--- src/rtl/adder_result_misr.sv ---
// Response compactor: folds the adder {cout, sum} stream into a MISR and checks
// the signature after SAMPLE_COUNT samples. Optional watchdog: MISR_TIMEOUT_EN.
module adder_result_misr #(
   parameter int                   DATA_WIDTH     = 500,
   parameter int                   SIG_WIDTH      = 32,
   parameter logic [SIG_WIDTH-1:0] POLY           = 32'h04C11DB7,
   parameter logic [SIG_WIDTH-1:0] SEED           = '1,
   parameter int                   SAMPLE_COUNT   = 1024,
   parameter logic [SIG_WIDTH-1:0] GOLDEN_SIG     = '0,
   parameter int                   TIMEOUT_CYCLES = 4096
) (
   input  logic                              clk,
   input  logic                              reset,
   input  logic                              start,
   input  logic                              in_valid,
   input  logic [DATA_WIDTH-1:0]             data,
   input  logic                              cout,
   output logic                              busy,
   output logic                              done,
   output logic                              pass,
   output logic                              timeout,
   output logic [SIG_WIDTH-1:0]              signature,
   output logic [$clog2(SAMPLE_COUNT+1)-1:0] sample_cnt
);

   localparam int VEC_W  = DATA_WIDTH + 1;
   localparam int NCHUNK = (VEC_W + SIG_WIDTH - 1) / SIG_WIDTH;
   localparam int PAD_W  = NCHUNK * SIG_WIDTH;
   localparam int CNT_W  = $clog2(SAMPLE_COUNT + 1);
   localparam logic [CNT_W-1:0] CNT_LAST = CNT_W'(SAMPLE_COUNT - 1);

   if (SAMPLE_COUNT < 1 || TIMEOUT_CYCLES < 1) begin : g_param_check
      $error("adder_result_misr: SAMPLE_COUNT and TIMEOUT_CYCLES must be >= 1");
   end

   typedef enum logic [1:0] {S_IDLE, S_COLLECT, S_DONE} state_t;

   function automatic logic [SIG_WIDTH-1:0] fold(input logic [VEC_W-1:0] v);
      logic [PAD_W-1:0]     padded;
      logic [SIG_WIDTH-1:0] acc;
      padded = PAD_W'(v);
      acc    = '0;
      for (int i = 0; i < NCHUNK; i++) begin
         acc = acc ^ padded[i*SIG_WIDTH +: SIG_WIDTH];
      end
      return acc;
   endfunction

   function automatic logic [SIG_WIDTH-1:0] misr_step(input logic [SIG_WIDTH-1:0] s,
                                                      input logic [SIG_WIDTH-1:0] f);
      return {s[SIG_WIDTH-2:0], 1'b0} ^ (s[SIG_WIDTH-1] ? POLY : '0) ^ f;
   endfunction

   state_t               state_q, state_nx;
   logic [SIG_WIDTH-1:0] sig_q, sig_nx, sig_step;
   logic [CNT_W-1:0]     cnt_q, cnt_nx;
   logic                 pass_q, pass_nx;
   logic                 busy_q, done_q;

`ifdef MISR_TIMEOUT_EN
   localparam int WD_W = $clog2(TIMEOUT_CYCLES + 1);
   localparam logic [WD_W-1:0] WD_LAST = WD_W'(TIMEOUT_CYCLES - 1);
   logic [WD_W-1:0] wd_q, wd_nx;
   logic            tmo_q, tmo_nx;
`endif

   assign sig_step = misr_step(sig_q, fold({cout, data}));

   always_comb begin
      state_nx = state_q;
      sig_nx   = sig_q;
      cnt_nx   = cnt_q;
      pass_nx  = pass_q;
`ifdef MISR_TIMEOUT_EN
      wd_nx    = wd_q;
      tmo_nx   = tmo_q;
`endif
      case (state_q)
         S_IDLE, S_DONE: begin
            // A start with a coincident in_valid only re-seeds; the sample is dropped.
            if (start) begin
               state_nx = S_COLLECT;
               sig_nx   = SEED;
               cnt_nx   = '0;
               pass_nx  = 1'b0;
`ifdef MISR_TIMEOUT_EN
               wd_nx    = '0;
               tmo_nx   = 1'b0;
`endif
            end
         end
         S_COLLECT: begin
            if (in_valid) begin
               sig_nx = sig_step;
               cnt_nx = cnt_q + CNT_W'(1);
`ifdef MISR_TIMEOUT_EN
               wd_nx  = '0;
`endif
               if (cnt_q == CNT_LAST) begin
                  state_nx = S_DONE;
                  pass_nx  = (sig_step == GOLDEN_SIG);
               end
            end
`ifdef MISR_TIMEOUT_EN
            else if (wd_q == WD_LAST) begin
               state_nx = S_DONE;
               tmo_nx   = 1'b1;
               pass_nx  = 1'b0;
            end else begin
               wd_nx = wd_q + WD_W'(1);
            end
`endif
         end
         default: state_nx = S_IDLE;
      endcase
   end

   always_ff @(posedge clk) begin
      if (reset) begin
         state_q <= S_IDLE;
         sig_q   <= SEED;
         cnt_q   <= '0;
         pass_q  <= 1'b0;
         busy_q  <= 1'b0;
         done_q  <= 1'b0;
`ifdef MISR_TIMEOUT_EN
         wd_q    <= '0;
         tmo_q   <= 1'b0;
`endif
      end else begin
         state_q <= state_nx;
         sig_q   <= sig_nx;
         cnt_q   <= cnt_nx;
         pass_q  <= pass_nx;
         busy_q  <= (state_nx == S_COLLECT);
         done_q  <= (state_nx == S_DONE);
`ifdef MISR_TIMEOUT_EN
         wd_q    <= wd_nx;
         tmo_q   <= tmo_nx;
`endif
      end
   end

   assign busy       = busy_q;
   assign done       = done_q;
   assign pass       = pass_q;
   assign signature  = sig_q;
   assign sample_cnt = cnt_q;
`ifdef MISR_TIMEOUT_EN
   assign timeout    = tmo_q;
`else
   assign timeout    = 1'b0;
`endif

endmodule

--- config.mk ---
export PLATFORM = sky130hd
export DESIGN_NAME = adder_result_misr
export DESIGN_NICKNAME = d
export VERILOG_FILES = /design/src/rtl/adder_result_misr.sv
export SDC_FILE = /design/constraint.sdc
export NUM_CORES = 1
export LEC_CHECK = 0
export CORE_AREA = 8 8 209 211
export CTS_CLUSTER_SIZE = 10
export DETAILED_ROUTE_END_ITERATION = 8
export DIE_AREA = 0 0 217 219
export PLACE_DENSITY = 0.52
export SLEW_MARGIN = 20
export SYNTH_ARGS = -nofsm -noshare
export SYNTH_HDL_FRONTEND = slang
export SYNTH_SLANG_ARGS = --single-unit
--- constraint.sdc ---
create_clock -name clk -period 3.8 [get_ports clk]
set_input_delay 0.76 -clock clk [delete_from_list [all_inputs] [get_ports clk]]
set_output_delay 0.76 -clock clk [all_outputs]
set_load 0.02 [all_outputs]
==> qor.csv, run 1 <==
stage,metric,value,unit
clock_tree,number of buffers created by CTS,5,
placed_design,GP Congestion,0.782,
synth,Mapped Cells,723,
setup_path,critical path's slowest cell,or4_1,
timing,period utilisation layout,0.875,
routing,Via density,3.64,
power,VDD IR max,228,uV
setup_path,Setup crit end kind,flop,
floorplanning,Die X,217,um
placed_design,Final HPWL DP,29.7,mm
setup_path,Worst Reg2Reg Path Length in Cells,9,
clock_tree,cts repair resizes,0,
routing,post-route ant nets,0,
setup_path,critical-path cell list,clkdlybuf4s50_1 -> xor2_1 -> xnor2_1 -> xnor3_1 -> xnor2_1 -> buf_4 -> nand4_1 -> or4_1 -> or4_1 -> o21ai_1,
clock_tree,CTS clock-pin slew for the worst setup and hold paths,80,ps
power,PD cells,307,mW/mm^2
clock_tree,hold buffer count at CTS,0,
setup_path,CP Depth,10,
timing,Rel. slew slack,0.592,
synth,Syn Area/Cell,8.92,um^2
placed_design,placed cells,1802,
placed_design,# port buffers,550,
timing,final setup fails,0,
setup_path,CP bufs+invs,2,
floorplanning,core area,0.0404,mm^2
setup_path,cell family with most CP delay,simple AND/OR/NAND/NOR gates,
global_route,largest net degree at the start of global routing,22,
clock_tree,clk root buf,clkbuf_16,
clock_tree,setup bufs post-CTS,0,
power,static leakage,4.31,nW
timing,Tmin final,3320,ps
run,total of max-cap violations,0,
setup_path,Critical Path Max Stage Delay,540,ps
clock_tree,H-tree Lvls,2,
timing,Fmax,0.301,GHz
clock_tree,Sink Count,48,
global_route,GR Overflow Total,0,
setup_path,worst setup path startpoint,data[455],
global_route,initial antenna violation count,4,
run_status,status,"finished, final reports clean",
timing,max-slew violation count,0,
worst_hold_path,Tightest Hold Check Type,reg -> reg,
synth,Synth Net Count,1229,
timing,Worst Skew,5.88,ps
setup_path,Critical Path End,pass,
timing,Tightest Pin Transition,611,ps
setup_path,reg2reg start,signature[31],
final_layout,fin cells,1810,
setup_path,worst flop-to-flop path endpoint,pass,
routing,Pre-antenna DRT Iters,4,
power,sequential share of power,0.159,
setup_path,flop-to-flop setup slack,990,ps
final_layout,Layout Nets,1783,
synth,Mapped Area,0.00645,mm^2
setup_path,Crit Path Class,in -> reg,
floorplanning,die area,0.0475,mm^2
setup_path,Required @ worst endpoint,4040,ps
power,Sw Share,0.375,
floorplanning,DIE HEIGHT,219,um
synth,Yosys reg bits,48,
final_layout,area grow syn2layout,98.8,%
global_route,number of global-route vias before repair,7472,
routing,DRC Markers,0,
clock_tree,maximum clock path buffer count,2,
setup_path,CP arrival,3560,ps
synth,register area share after synthesis,0.149,
synth,synth unique cells,34,
timing,Fin Setup TNS,0,ps
power,Net Switching,1.48,mW
clock_tree,insertion delay to the later sink of the worst-skew pair,300,ps
global_route,Total GRT Usage,0.128,
routing,final wirelength,32.0,mm
power,Clk pwr share,0.137,
floorplanning,starting density of the core,0.160,
floorplanning,Rows,74,
power,Logic pwr share,0.704,
timing,unrepaired setup endpoints after global routing,no,
final_layout,share of cells above drive strength 1,0.0203,
global_route,first-pass GRT wire length,45.9,mm
setup_path,startpoint types,input port,
routing,DR vias,6592,
routing,Starting DRT DRC Count,177,
synth,synth warn,0,
setup_path,crit path max fanout,2,
power,Int Pwr,2.46,mW
clock_tree,TritonCTS clock tree,done,
timing,Hold Fails Final Rpt,0,
final_layout,# diodes,0,
floorplanning,Top Ports,552,
routing,Avg WL per Cell,17.7,um
final cells by class:
type	instances	area, um^2
clock inverter	3	46.3
inverter	1	3.75
sequential	48	961
multi-input combinational	660	5430
clock buffer	5	125
timing repair buffer	561	5590
fill	4325	27600
tap	532	666
metrics by stage:
| stage | power [mW] | util | hold WS, ps | area, um^2 | worst slack, ps |
|---|---|---|---|---|---|
| CTS | 4.06 | 0.318 | 513 | 12800 | 448 |
| global route | 4.25 | 0.318 | 532 | 12800 | 289 |
| finish | 3.94 | 0.318 | 504 | 12800 | 477 |
| global placement | 3.46 | 0.313 | 488 | 12600 | 110 |
| floorplan | 2.31 | - | 524 | 6450 | 889 |
| detailed placement | 3.48 | 0.313 | 500 | 12600 | 142 |
layout by cell type, fill, tap and decap left out, types with 2 or more instances in the layout:
cell type,n
xnor2_1,420
a21oi_1,20
o211ai_1,10
xor2_1,72
o22ai_1,3
xnor3_1,12
clkdlybuf4s50_1,550
clkbuf_16,5
nand2_1,34
nand2b_1,5
dfxtp_1,48
or3_1,5
o21ai_1,15
buf_4,11
nand3b_1,3
nor2_1,19
nor2b_1,2
nand3_1,4
xnor2_2,2
or4_1,2
nand4_1,9
nor2_2,2
or2_1,10
cells in the mapped netlist:
library cell / count / area [um^2]
nand3_1: 4 / 20.0
clkbuf_1: 10 / 37.5
nand2_4: 1 / 11.3
or3b_2: 1 / 8.76
buf_4: 2 / 15.0
conb_1: 1 / 3.75
nand2b_1: 5 / 31.3
buf_2: 1 / 5.00
nor2b_1: 2 / 12.5
o21ai_1: 15 / 75.1
nor2_1: 21 / 78.8
and3_1: 1 / 6.26
inv_1: 1 / 3.75
xnor3_1: 12 / 270
xnor2_2: 2 / 32.5
nor3_1: 1 / 5.00
nor4b_1: 1 / 8.76
xor2_1: 72 / 631
or3_1: 5 / 31.3
a21oi_1: 20 / 100
dfxtp_1: 48 / 961
buf_1: 1 / 3.75
and2_0: 1 / 6.26
nand2_1: 35 / 131
ha_1: 1 / 12.5
or4_1: 2 / 15.0
o211ai_1: 10 / 75.1
nand3b_1: 3 / 22.5
or2_1: 10 / 62.6
xnor2_1: 420 / 3680
o22ai_1: 3 / 18.8
and3b_1: 1 / 8.76
nand4_1: 9 / 56.3
a22oi_1: 1 / 7.51
how the worst min path moves through the flow:
stage | startpoint | to | slack, ps | cells after the start
CTS | sample_cnt[10] | sample_cnt[10] | 510 | 2
global route | sample_cnt[10] | sample_cnt[10] | 530 | 2
finish | pass | pass | 500 | 2
global placement | sample_cnt[10] | sample_cnt[10] | 490 | 2
detailed placement | sample_cnt[10] | sample_cnt[10] | 500 | 2
floorplan | state_q[0] | busy | 520 | 2
layer usage:
layer / routed length, um / global-route usage / vias to the layer above / part of all wire
li1: - / - / 3387 / -
met1: 12300 / 0.135 / 2853 / 0.38
met2: 16300 / 0.241 / 330 / 0.51
met3: 3060 / 0.0507 / 18 / 0.096
met4: 287 / 0.0189 / 4 / 0.0090
met5: 27 / 0 / - / 0.00084
worst min-delay path: stages, from the launching register on:
cell and delay (ps):
dfxtp_1 330, nand3_1 70, o21ai_1 60
power groups by stage:
stage / clock (mW) / sequential (mW) / combinational (mW)
after floorplan: 0 / 0.683 / 1.63
after global placement: 0 / 0.639 / 2.82
after detailed placement: 0 / 0.640 / 2.84
after CTS: 0.576 / 0.629 / 2.85
after global routing: 0.592 / 0.637 / 3.03
final: 0.540 / 0.626 / 2.77
registers in the layout (all words and copies together) (netlist names):
name        count
signature      32
sample_cnt     11
state_q         2
busy            1
done            1
pass            1
cells by family after synthesis:
family / Yosys count / synth area share
AO/OA/AOI/OAI: 49 / 0.0429
XOR/XNOR: 506 / 0.715
adder cells (fa/ha/maj): 1 / 0.00194
buffers and inverters: 15 / 0.0101
flip-flops: 48 / 0.149
other: 1 / 0.000582
AND/OR/NAND/NOR: 103 / 0.0801
No activity file was read; power rests on OpenSTA's default activity.
==> run 2: changes to the inputs <==
- CELL_PAD_IN_SITES_DETAIL_PLACEMENT: unset -> 0
- CELL_PAD_IN_SITES_GLOBAL_PLACEMENT: unset -> 1
- CORE_AREA: 8 8 209 211 -> 8 8 208 210
- DIE_AREA: 0 0 217 219 -> 0 0 216 218
- MAX_ROUTING_LAYER: unset -> met4
- PLACE_DENSITY: 0.52 -> 0.7
==> run 2 against run 1 <==
Effect of this change: sequential share of layout area about the same; register-to-register slack got worse by 100 ps; via count increased by 1.0%; combinational power about the same; global-route usage increased by 0.29 points.
==> qor.csv, run 2 (synthesized netlist as in run 1, its figures left out) <==
stage,metric,value,unit
final_layout,area grow syn2layout,98.9,%
clock_tree,maximum clock path buffer count,2,
clock_tree,clk root buf,clkbuf_16,
run_status,status,"finished, final reports clean",
routing,DRC Markers,0,
final_layout,most frequent cells in the layout,"clkdlybuf4s50_1 (550), xnor2_1 (420), xor2_1 (72)",
timing,unrepaired setup endpoints after global routing,no,
timing,max-slew violation count,0,
floorplanning,starting density of the core,0.160,
final_layout,"commonest non-fill, non-tap cell in the layout",clkdlybuf4s50_1,
placed_design,# port buffers,550,
timing,Worst Skew,14.4,ps
timing,Rel. slew slack,0.449,
floorplanning,Die X,216,um
placed_design,placed cells,1802,
final_layout,Finished Cell Area,0.0128,mm^2
setup_path,reg2reg start,signature[31],
power,VDD IR max,204,uV
floorplanning,Rows,74,
worst_hold_path,Hold Path Sink,pass,
routing,Pre-antenna DRT Iters,4,
global_route,Total GRT Usage,0.131,
clock_tree,TritonCTS clock tree,done,
global_route,largest net degree at the start of global routing,23,
setup_path,crit path max fanout,2,
setup_path,worst flop-to-flop path endpoint,pass,
floorplanning,DIE HEIGHT,218,um
final_layout,Layout Nets,1783,
timing,Tmin final,3370,ps
clock_tree,insertion delay to the later sink of the worst-skew pair,310,ps
timing,Hold Fails Final Rpt,0,
clock_tree,hold buffer count at CTS,0,
routing,Via density,3.67,
final_layout,fin cells,1812,
placed_design,GP Congestion,0.800,
clock_tree,H-tree Lvls,2,
worst_hold_path,Tightest Hold Check Type,reg -> reg,
timing,Tightest Pin Transition,826,ps
clock_tree,Sink Count,48,
setup_path,CP arrival,3610,ps
routing,Starting DRT DRC Count,136,
clock_tree,CTS clock-pin slew for the worst setup and hold paths,80,ps
final_layout,post-layout util,0.319,
routing,post-route ant nets,0,
routing,DR vias,6659,
timing,final setup fails,0,
routing,Avg WL per Cell,17.5,um
setup_path,flop-to-flop setup slack,890,ps
setup_path,startpoint types,input port,
placed_design,Final HPWL DP,29.2,mm
worst_hold_path,hold path cells,2,
timing,Fmax,0.297,GHz
floorplanning,Top Ports,552,
setup_path,Crit Path Class,in -> reg,
worst_hold_path,hold path start,pass,
global_route,initial antenna violation count,2,
timing,Fin Setup TNS,0,ps
setup_path,Setup crit end kind,flop,
routing,final wirelength,31.8,mm
clock_tree,setup bufs post-CTS,0,
setup_path,Worst Reg2Reg Path Length in Cells,7,
final_layout,share of cells above drive strength 1,0.0203,
setup_path,Required @ worst endpoint,4040,ps
placed_design,Post-DP Area,0.0126,mm^2
global_route,first-pass GRT wire length,45.3,mm
final_layout,max FFs per register,32,
run,total of max-cap violations,0,
clock_tree,cts repair resizes,0,
floorplanning,core area,0.0402,mm^2
global_route,number of global-route vias before repair,7575,
global_route,GR Overflow Total,0,
power,PD cells,310,mW/mm^2
timing,period utilisation layout,0.886,
power,static leakage,4.31,nW
floorplanning,die area,0.0471,mm^2
clock_tree,number of buffers created by CTS,5,
## run 2: cell count changes in the layout (fill, tap and decap cells not counted)
| cell | change |
|---|---|
| diode_2 | +2 |
## run 2: routing by layer
layer / share of wire / vias up / GRT usage
li1: - / 3389 / -
met1: 0.40 / 2928 / 0.140
met2: 0.52 / 332 / 0.246
met3: 0.070 / 10 / 0.0348
met4: 0.0070 / 0 / 0.0160
met5: 0 / - / -
## run 2: worst max-delay path by stage
stage                         start    to  slack, ps  cells after the start
after floorplan           data[423]  pass        890                      8
after global placement    data[455]  pass        110                     10
after detailed placement  data[455]  pass        110                     10
after CTS                 data[455]  pass        450                     10
after global routing      data[455]  pass        330                     10
final                     data[455]  pass        430                     10
## run 2: cell type report
cell class / count / area, um^2
Timing Repair Buffer: 561 / 5590
Clock inverter: 3 / 46.3
Clock buffer: 5 / 125
Fill cell: 4268 / 27400
Antenna cell: 2 / 5.00
Tap cell: 532 / 666
Inverter: 1 / 3.75
Sequential cell: 48 / 961
Multi-Input combinational cell: 660 / 5430
## run 2: where the power goes
group	leakage (nW)	internal [mW]	switching (mW)
sequential	0.392	0.559	0.0747
combinational	3.83	1.59	1.19
clock	0.0804	0.315	0.243
## run 2: critical path, cell delays in order
cell and delay (ps):
clkdlybuf4s50_1 500, xor2_1 180, xnor2_1 150, xnor3_1 430, xnor2_1 150, buf_4 150
nand4_1 110, or4_1 550, or4_1 520, o21ai_1 110
## run 2: metrics by stage
stage | hold slack (ps) | setup slack (ps) | power, mW
6_report | 474 | 434 | 3.98
5_1_grt | 542 | 326 | 4.27
4_1_cts | 476 | 451 | 4.09
3_5_place_dp | 458 | 114 | 3.48
3_3_place_gp | 476 | 111 | 3.47
2_1_floorplan | 524 | 889 | 2.31
